File: config.mk
export PLATFORM = sky130hd
export DESIGN_NAME = nbody_sweep_sched
export DESIGN_NICKNAME = d
export VERILOG_FILES = /design/src/rtl/nbody_pkg.sv /design/src/rtl/nbody_sweep_sched_tag_delay.sv /design/src/rtl/nbody_sweep_sched.sv
export SDC_FILE = /design/constraint.sdc
export NUM_CORES = 2
export LEC_CHECK = 0
export BUFFER_PORTS_ARGS = -buffer_cell sky130_fd_sc_hd__buf_2
export CAP_MARGIN = 10
export CORE_UTILIZATION = 45
export CTS_BUF_LIST = sky130_fd_sc_hd__clkbuf_4 sky130_fd_sc_hd__clkbuf_8
export CTS_CLUSTER_SIZE = 14
export DETAILED_ROUTE_END_ITERATION = 10
export GPL_TIMING_DRIVEN = 0
export SYNTH_ARGS = -nofsm -noshare
export SYNTH_HDL_FRONTEND = slang
export SYNTH_SLANG_ARGS = --single-unit
export TNS_END_PERCENT = 10
File: constraint.sdc
create_clock -name clk -period 76.9 [get_ports clk]
set_input_delay 11.535 -clock clk [delete_from_list [all_inputs] [get_ports clk]]
set_output_delay 11.535 -clock clk [all_outputs]
set_load 0.05 [all_outputs]
File: src/rtl/nbody_pkg.sv
// Shared constants and types for the n-body sweep scheduler.
// Latency figures describe the getAccl and AddSub pipelines it drives.
package nbody_pkg;

  localparam int ADD_LATENCY     = 20;
  localparam int MULT_LATENCY    = 11;
  localparam int INVSQRT_LATENCY = 32;
  localparam int ACCL_LATENCY    = 123;
  localparam int RAM_LAT         = 1;
  localparam int MIN_BODIES      = ADD_LATENCY + 1;

  typedef enum logic [2:0] {
    S_IDLE,
    S_ACCEL,
    S_ACCEL_DRAIN,
    S_POS,
    S_POS_DRAIN,
    S_DONE
  } sched_state_t;

endpackage

File: src/rtl/nbody_sweep_sched_tag_delay.sv
// tag_delay: DEPTH-stage {valid,data} shift line, sync flush, any_valid.
// Ports: clk, rst, flush, in_valid/in_data, out_valid/out_data, any_valid.
module tag_delay #(
  parameter int DEPTH = 1,
  parameter int WIDTH = 1
) (
  input  logic             clk,
  input  logic             rst,
  input  logic             flush,
  input  logic             in_valid,
  input  logic [WIDTH-1:0] in_data,
  output logic             out_valid,
  output logic [WIDTH-1:0] out_data,
  output logic             any_valid
);

  logic [DEPTH-1:0] vld_q, vld_d;
  logic [WIDTH-1:0] dat_q [DEPTH];
  logic [WIDTH-1:0] dat_d [DEPTH];

  // Invalid slots carry zero data so addresses idle at 0.
  always_comb begin
    vld_d[0] = in_valid;
    dat_d[0] = in_valid ? in_data : '0;
    for (int k = 1; k < DEPTH; k++) begin
      vld_d[k] = vld_q[k-1];
      dat_d[k] = dat_q[k-1];
    end
    if (flush) begin
      vld_d = '0;
      for (int k = 0; k < DEPTH; k++) begin
        dat_d[k] = '0;
      end
    end
  end

  always_ff @(posedge clk or posedge rst) begin
    if (rst) begin
      vld_q <= '0;
      for (int k = 0; k < DEPTH; k++) begin
        dat_q[k] <= '0;
      end
    end else begin
      vld_q <= vld_d;
      for (int k = 0; k < DEPTH; k++) begin
        dat_q[k] <= dat_d[k];
      end
    end
  end

  assign out_valid = vld_q[DEPTH-1];
  assign out_data  = dat_q[DEPTH-1];
  assign any_valid = |vld_q;

endmodule

File: src/rtl/nbody_sweep_sched.sv
// nbody_sweep_sched: pair/position sweep sequencer with tagged RAM strobes.
// Ports: start/abort/done_ack, num_bodies/steps in; status, pair, RAM strobes out.
module nbody_sweep_sched
  import nbody_pkg::*;
#(
  parameter int BODIES = 512,
  parameter int BAW    = $clog2(BODIES)
) (
  input  logic           clk,
  input  logic           rst,
  input  logic           start,
  input  logic           abort,
  input  logic           done_ack,
  input  logic [BAW:0]   num_bodies,
  input  logic [15:0]    steps,
  output logic           busy,
  output logic           done,
  output logic           err,
  output logic           first_step,
  output logic [BAW-1:0] p_i,
  output logic [BAW-1:0] p_j,
  output logic           p_valid,
  output logic [BAW-1:0] v_rd_addr,
  output logic           v_rd_en,
  output logic [BAW-1:0] v_wr_addr,
  output logic           v_wr_en,
  output logic [BAW-1:0] pos_rd_addr,
  output logic [BAW-1:0] pos_wr_addr,
  output logic           pos_wr_en
);

  localparam int VRD_DEPTH = ACCL_LATENCY - RAM_LAT;
  localparam int VWR_DEPTH = ACCL_LATENCY + ADD_LATENCY;
  localparam int POS_DEPTH = RAM_LAT + ADD_LATENCY;
  localparam logic [BAW:0] MIN_N = (BAW+1)'(MIN_BODIES);
  localparam logic [BAW:0] MAX_N = (BAW+1)'(BODIES);

  sched_state_t state_q, state_d;
  logic [BAW:0]   n_q, n_d;
  logic [15:0]    steps_q, steps_d;
  logic [15:0]    step_q, step_d;
  logic [BAW-1:0] i_q, i_d;
  logic [BAW-1:0] j_q, j_d;
  logic [BAW-1:0] k_q, k_d;
  logic           first_q, first_d;
  logic           err_q, err_d;
  logic           flush;
  logic           vrd_any, vwr_any, pos_any;
  logic           pos_issue;
  logic [BAW:0]   nm1;
  logic           n_ok;

  assign nm1  = n_q - (BAW+1)'(1);
  assign n_ok = (num_bodies >= MIN_N) && (num_bodies <= MAX_N);

  always_comb begin
    state_d = state_q;
    n_d     = n_q;
    steps_d = steps_q;
    step_d  = step_q;
    i_d     = i_q;
    j_d     = j_q;
    k_d     = k_q;
    first_d = first_q;
    err_d   = 1'b0;
    flush   = 1'b0;
    if (abort) begin
      state_d = S_IDLE;
      flush   = 1'b1;
      i_d     = '0;
      j_d     = '0;
      k_d     = '0;
      step_d  = '0;
      first_d = 1'b0;
    end else begin
      unique case (state_q)
        S_IDLE: begin
          if (start) begin
            if (n_ok) begin
              n_d     = num_bodies;
              steps_d = (steps == 16'd0) ? 16'd1 : steps;
              step_d  = '0;
              first_d = 1'b1;
              i_d     = '0;
              j_d     = '0;
              state_d = S_ACCEL;
            end else begin
              err_d = 1'b1;
            end
          end
        end
        S_ACCEL: begin
          if ({1'b0, j_q} == nm1) begin
            j_d = '0;
            if ({1'b0, i_q} == nm1) begin
              i_d     = '0;
              state_d = S_ACCEL_DRAIN;
            end else begin
              i_d = i_q + BAW'(1);
            end
          end else begin
            j_d = j_q + BAW'(1);
          end
        end
        S_ACCEL_DRAIN: begin
          if (!vrd_any && !vwr_any) begin
            state_d = S_POS;
          end
        end
        S_POS: begin
          if ({1'b0, k_q} == nm1) begin
            k_d     = '0;
            state_d = S_POS_DRAIN;
          end else begin
            k_d = k_q + BAW'(1);
          end
        end
        S_POS_DRAIN: begin
          if (!pos_any) begin
            first_d = 1'b0;
            if (step_q == steps_q - 16'd1) begin
              state_d = S_DONE;
            end else begin
              step_d  = step_q + 16'd1;
              state_d = S_ACCEL;
            end
          end
        end
        S_DONE: begin
          if (done_ack) begin
            state_d = S_IDLE;
          end
        end
        default: state_d = S_IDLE;
      endcase
    end
  end

  always_ff @(posedge clk or posedge rst) begin
    if (rst) begin
      state_q <= S_IDLE;
      n_q     <= '0;
      steps_q <= '0;
      step_q  <= '0;
      i_q     <= '0;
      j_q     <= '0;
      k_q     <= '0;
      first_q <= 1'b0;
      err_q   <= 1'b0;
    end else begin
      state_q <= state_d;
      n_q     <= n_d;
      steps_q <= steps_d;
      step_q  <= step_d;
      i_q     <= i_d;
      j_q     <= j_d;
      k_q     <= k_d;
      first_q <= first_d;
      err_q   <= err_d;
    end
  end

  assign busy        = (state_q != S_IDLE) && (state_q != S_DONE);
  assign done        = (state_q == S_DONE);
  assign err         = err_q;
  assign first_step  = first_q;
  assign p_valid     = (state_q == S_ACCEL);
  assign p_i         = i_q;
  assign p_j         = j_q;
  assign pos_issue   = (state_q == S_POS);
  assign pos_rd_addr = k_q;

  // Only j rides along: the velocity RAM is indexed by target body.
  tag_delay #(.DEPTH(VRD_DEPTH), .WIDTH(BAW)) u_vrd (
    .clk      (clk),
    .rst      (rst),
    .flush    (flush),
    .in_valid (p_valid),
    .in_data  (j_q),
    .out_valid(v_rd_en),
    .out_data (v_rd_addr),
    .any_valid(vrd_any)
  );

  tag_delay #(.DEPTH(VWR_DEPTH), .WIDTH(BAW)) u_vwr (
    .clk      (clk),
    .rst      (rst),
    .flush    (flush),
    .in_valid (p_valid),
    .in_data  (j_q),
    .out_valid(v_wr_en),
    .out_data (v_wr_addr),
    .any_valid(vwr_any)
  );

  tag_delay #(.DEPTH(POS_DEPTH), .WIDTH(BAW)) u_pos (
    .clk      (clk),
    .rst      (rst),
    .flush    (flush),
    .in_valid (pos_issue),
    .in_data  (k_q),
    .out_valid(pos_wr_en),
    .out_data (pos_wr_addr),
    .any_valid(pos_any)
  );

endmodule

==> results by group <==
Status
  – Status: complete, no violations

Timing
  – Endpoints failing hold: 0
  – Setup_tns: 0 ns
  – Slew HR: 0.223
  – Fin. max-slew vios: 0
  – Slew at the pin with the worst max-slew slack: around 1.2 ns
  – Final setup fails: 0
  – Minimum clock period: ~14 ns
  – RSZ-0062 raised after global routing: false
  – Tcrit/Tclk final: 0.188
  – Highest Clock Rate: 69.3 MHz
  – Final Skew: 0.0509 ns

Clocking
  – Clock Latency Late Sink: 0.94 ns
  – H-tree Lvls: 5
  – Clock-pin slew of the registers on the worst-case setup and hold paths: around 0.060 ns
  – Post-CTS Resized: 0
  – Clock sinks: between 1500 and 2000
  – CTS buffer count: roughly 290
  – Maximum clock path buffer count: 4
  – CTS tree: done
  – Cts hold-fix bufs: 0
  – Post-CTS Setup Repair Bufs: 0
  – CTS root buf: clkbuf_8

Power
  – Power Density: approximately 28 nW/um^2
  – Pleak: 33.1 nW
  – Max IR drop VDD: 0.0000277 V

Placement
  – Placed Cells: a little under 6000
  – Post-DP HPWL: roughly 56000 um
  – GP Congestion: ~0.84
  – Buffers added on ports: roughly 90

Worst setup path
  – Critical Path Sink Type: output port
  – CP cell instances: buf_2, clkbuf_1, clkbuf_1, xnor2_1, nand2_1, buf_2
  – CP required: about 65 ns
  – Crit path kind: flip-flop to output port
  – Worst stage delay on the critical path: 0.54 ns
  – CP Max Fanout: 10
  – Crit path max-delay cell type: clkbuf_1
  – Startpoint Class: flip-flop
  – Worst EP arrival: just under 3 ns

Floorplan
  – IO Pins: between 90 and 100
  – Initial Util: 0.454
  – Die height: between 300 and 400 um
  – Die width: 361 um
  – # rows: about 130
  – Die area: 130000 um^2
  – Core area: ~130000 um^2

Logic synthesis
  – Cells after synthesis: 4176
  – Cell taking the most area after synthesis: dfrtp_1
  – Synth unique cells: 87
  – Top cells by area, synth: dfrtp_1 (74%), nor2b_1 (18%), clkbuf_1 (1.3%)
  – Sequential area share after synthesis: 0.740
  – Warning count from the yosys run: 0
  – FF+latch count, synth: 1714
  – Ys async rst share: 1.00
  – Post-synth EDFFs: 0
  – Synth top area share: 0.740
  – Post-Syn Area: around 58000 um^2
  – Post-Syn Nets: between 4000 and 5000
  – Avg Inst Size Synth: approximately 14 um^2
  – Synth Flop Type: dfrtp_1

Routing
  – Pre-Repair DR Iteration Count: 5
  – Routed vias/inst: ~4.6
  – Via count: 29730
  – First DRT Iteration DRCs: roughly 1600
  – DRC viols: 0
  – Antenna viol nets, final: 0
  – Final WL: between 90000 and 100000 um
  – Wire per inst: about 15 um

GRT
  – Pin count of the biggest net entering global routing: about 140
  – Met3 usage: 0.0320
  – Gr usage total: 0.153
  – GRT overflow: 0
  – Initial antenna violation count: 2
  – GRT busiest layer: met2
  – GR Layer Usage met2: 0.226
  – First-pass GRT wire length: 161000 um
  – Grt met1 use: 0.221
  – Vias in the first global route: 30826

Final layout
  – Fill cells: roughly 11000
  – Fin cells: around 6400
  – Layout cell share with drive strength beyond 1: 0.143
  – Nets: between 4000 and 5000
  – Syn-to-layout area delta: 15.1%

Run
  – Max Cap Viol: 0

Hold path
  – Hold Path Class: flip-flop to flip-flop
-- state kept, by name, indices dropped and copies added (netlist names) --
register        cells
err                 1
u_vwr.out_data      9
u_pos.out_data      9
u_vrd.vld_q        69
p_j                 9
first_step          1
u_pos.vld_q        21
u_pos.dat_q       180
n_q                10
u_vwr.dat_q       893
u_vwr.vld_q        74
state_q             3
pos_rd_addr         9
p_i                 9
u_vrd.out_data      9
steps_q            16
step_q             16
u_vrd.dat_q       376
-- kinds of logic after synthesis --
| group | synth area share |
|---|---|
| AO/OA/AOI/OAI | 0.0192 |
| buffers and inverters | 0.0203 |
| adder cells (fa/ha/maj) | 0.00164 |
| AND/OR/NAND/NOR | 0.208 |
| XOR/XNOR | 0.00710 |
| flip-flops | 0.740 |
| multiplexers | 0.00423 |
-- power by group --
| group | total (mW) | internal [mW] | switching, mW |
|---|---|---|---|
| logic | 0.136 | 0.0418 | 0.0940 |
| registers | 0.924 | 0.911 | 0.0126 |
| clock network | 0.805 | 0.469 | 0.336 |
-- synthesized netlist by cell type (all sizes together) (12+ instances only) --
cell	number
xor2	27
nor4	50
xnor2	20
nor2b	1629
nand4	21
clkbuf	206
dfrtp	1714
nand3	28
mux2	20
inv	18
o21ai	65
nor3	22
and3	12
nor2	32
a21oi	25
nand2	73
buf	44
and2	20
-- through the flow --
| step | hold WS, ns | utilization | setup slack, ns | power (mW) | cell area (um^2) |
|---|---|---|---|---|---|
| 2_1_floorplan | 0.439 | - | 16.99 | 1.04 | 58000 |
| 3_3_place_gp | 0.439 | 0.474 | 0.119 | 1.08 | 60500 |
| 3_5_place_dp | 0.446 | 0.477 | 61.86 | 1.08 | 60900 |
| 4_1_cts | 0.418 | 0.523 | 62.43 | 1.90 | 66800 |
| 5_1_grt | 0.434 | 0.523 | 62.26 | 1.95 | 66800 |
| 6_report | 0.417 | 0.523 | 62.47 | 1.86 | 66800 |
-- worst paths after layout --
check	slack (ns)	start	cells past startpoint	endpoint
min	0.42	u_vrd.dat_q[263]	1	u_vrd.dat_q[254]
max	62.47	state_q[2]	6	busy
min reg2reg	0.42	u_vrd.dat_q[263]	1	u_vrd.dat_q[254]
max reg2reg	73.40	n_q[0]	12	state_q[0]
min in group asynchronous	10.70	rst	2	u_vwr.dat_q[40]
max in group asynchronous	63.62	rst	6	u_vwr.dat_q[817]
-- layer usage --
metal / part of all wire / vias to the layer above
met5: 0 / -
met4: 0.029 / 0
met3: 0.037 / 240
met2: 0.45 / 512
met1: 0.49 / 15071
li1: - / 13907
-- layout make-up --
class | instances | area (um^2) | share of cell area
Tap cell | 1662 | 2080 | 0.0311
Inverter | 18 | 75.1 | 0.00112
Antenna cell | 1 | 2.50 | 0.0000375
Timing Repair Buffer | 107 | 873 | 0.0131
Clock inverter | 35 | 363 | 0.00543
Multi-Input combinational cell | 2194 | 13900 | 0.209
Sequential cell | 1714 | 42900 | 0.642
Buffer | 250 | 1110 | 0.0166
Clock buffer | 440 | 5460 | 0.0817
-- cell usage in the layout, fill, tap and decap left out, types with 19 or more instances in the layout --
cell / netlist / routed
clkbuf_1: 205 / 205
and2_1: 20 / 20
nor4_1: 50 / 50
dfrtp_1: 1714 / 1714
clkinv_2: 0 / 19
a21oi_1: 24 / 24
nor3_1: 19 / 19
clkbuf_4: 0 / 96
clkbuf_8: 1 / 345
o21ai_0: 48 / 48
nand3_1: 28 / 28
xnor2_1: 20 / 20
xor2_1: 27 / 27
nand2_1: 72 / 72
buf_2: 12 / 104
nor2b_1: 1629 / 1629
mux2_2: 19 / 19
nor2_1: 31 / 31
buf_4: 28 / 28
nand4_1: 21 / 21
-- worst max-delay path, delay by kind of cell (launching register included) --
kind | cells | cell delay (ns)
flops | 1 | 0.31
simple gates | 1 | 0.13
buf+inv | 4 | 1.39
xor+xnor | 1 | 0.15
(Power assumes the default switching activity.)
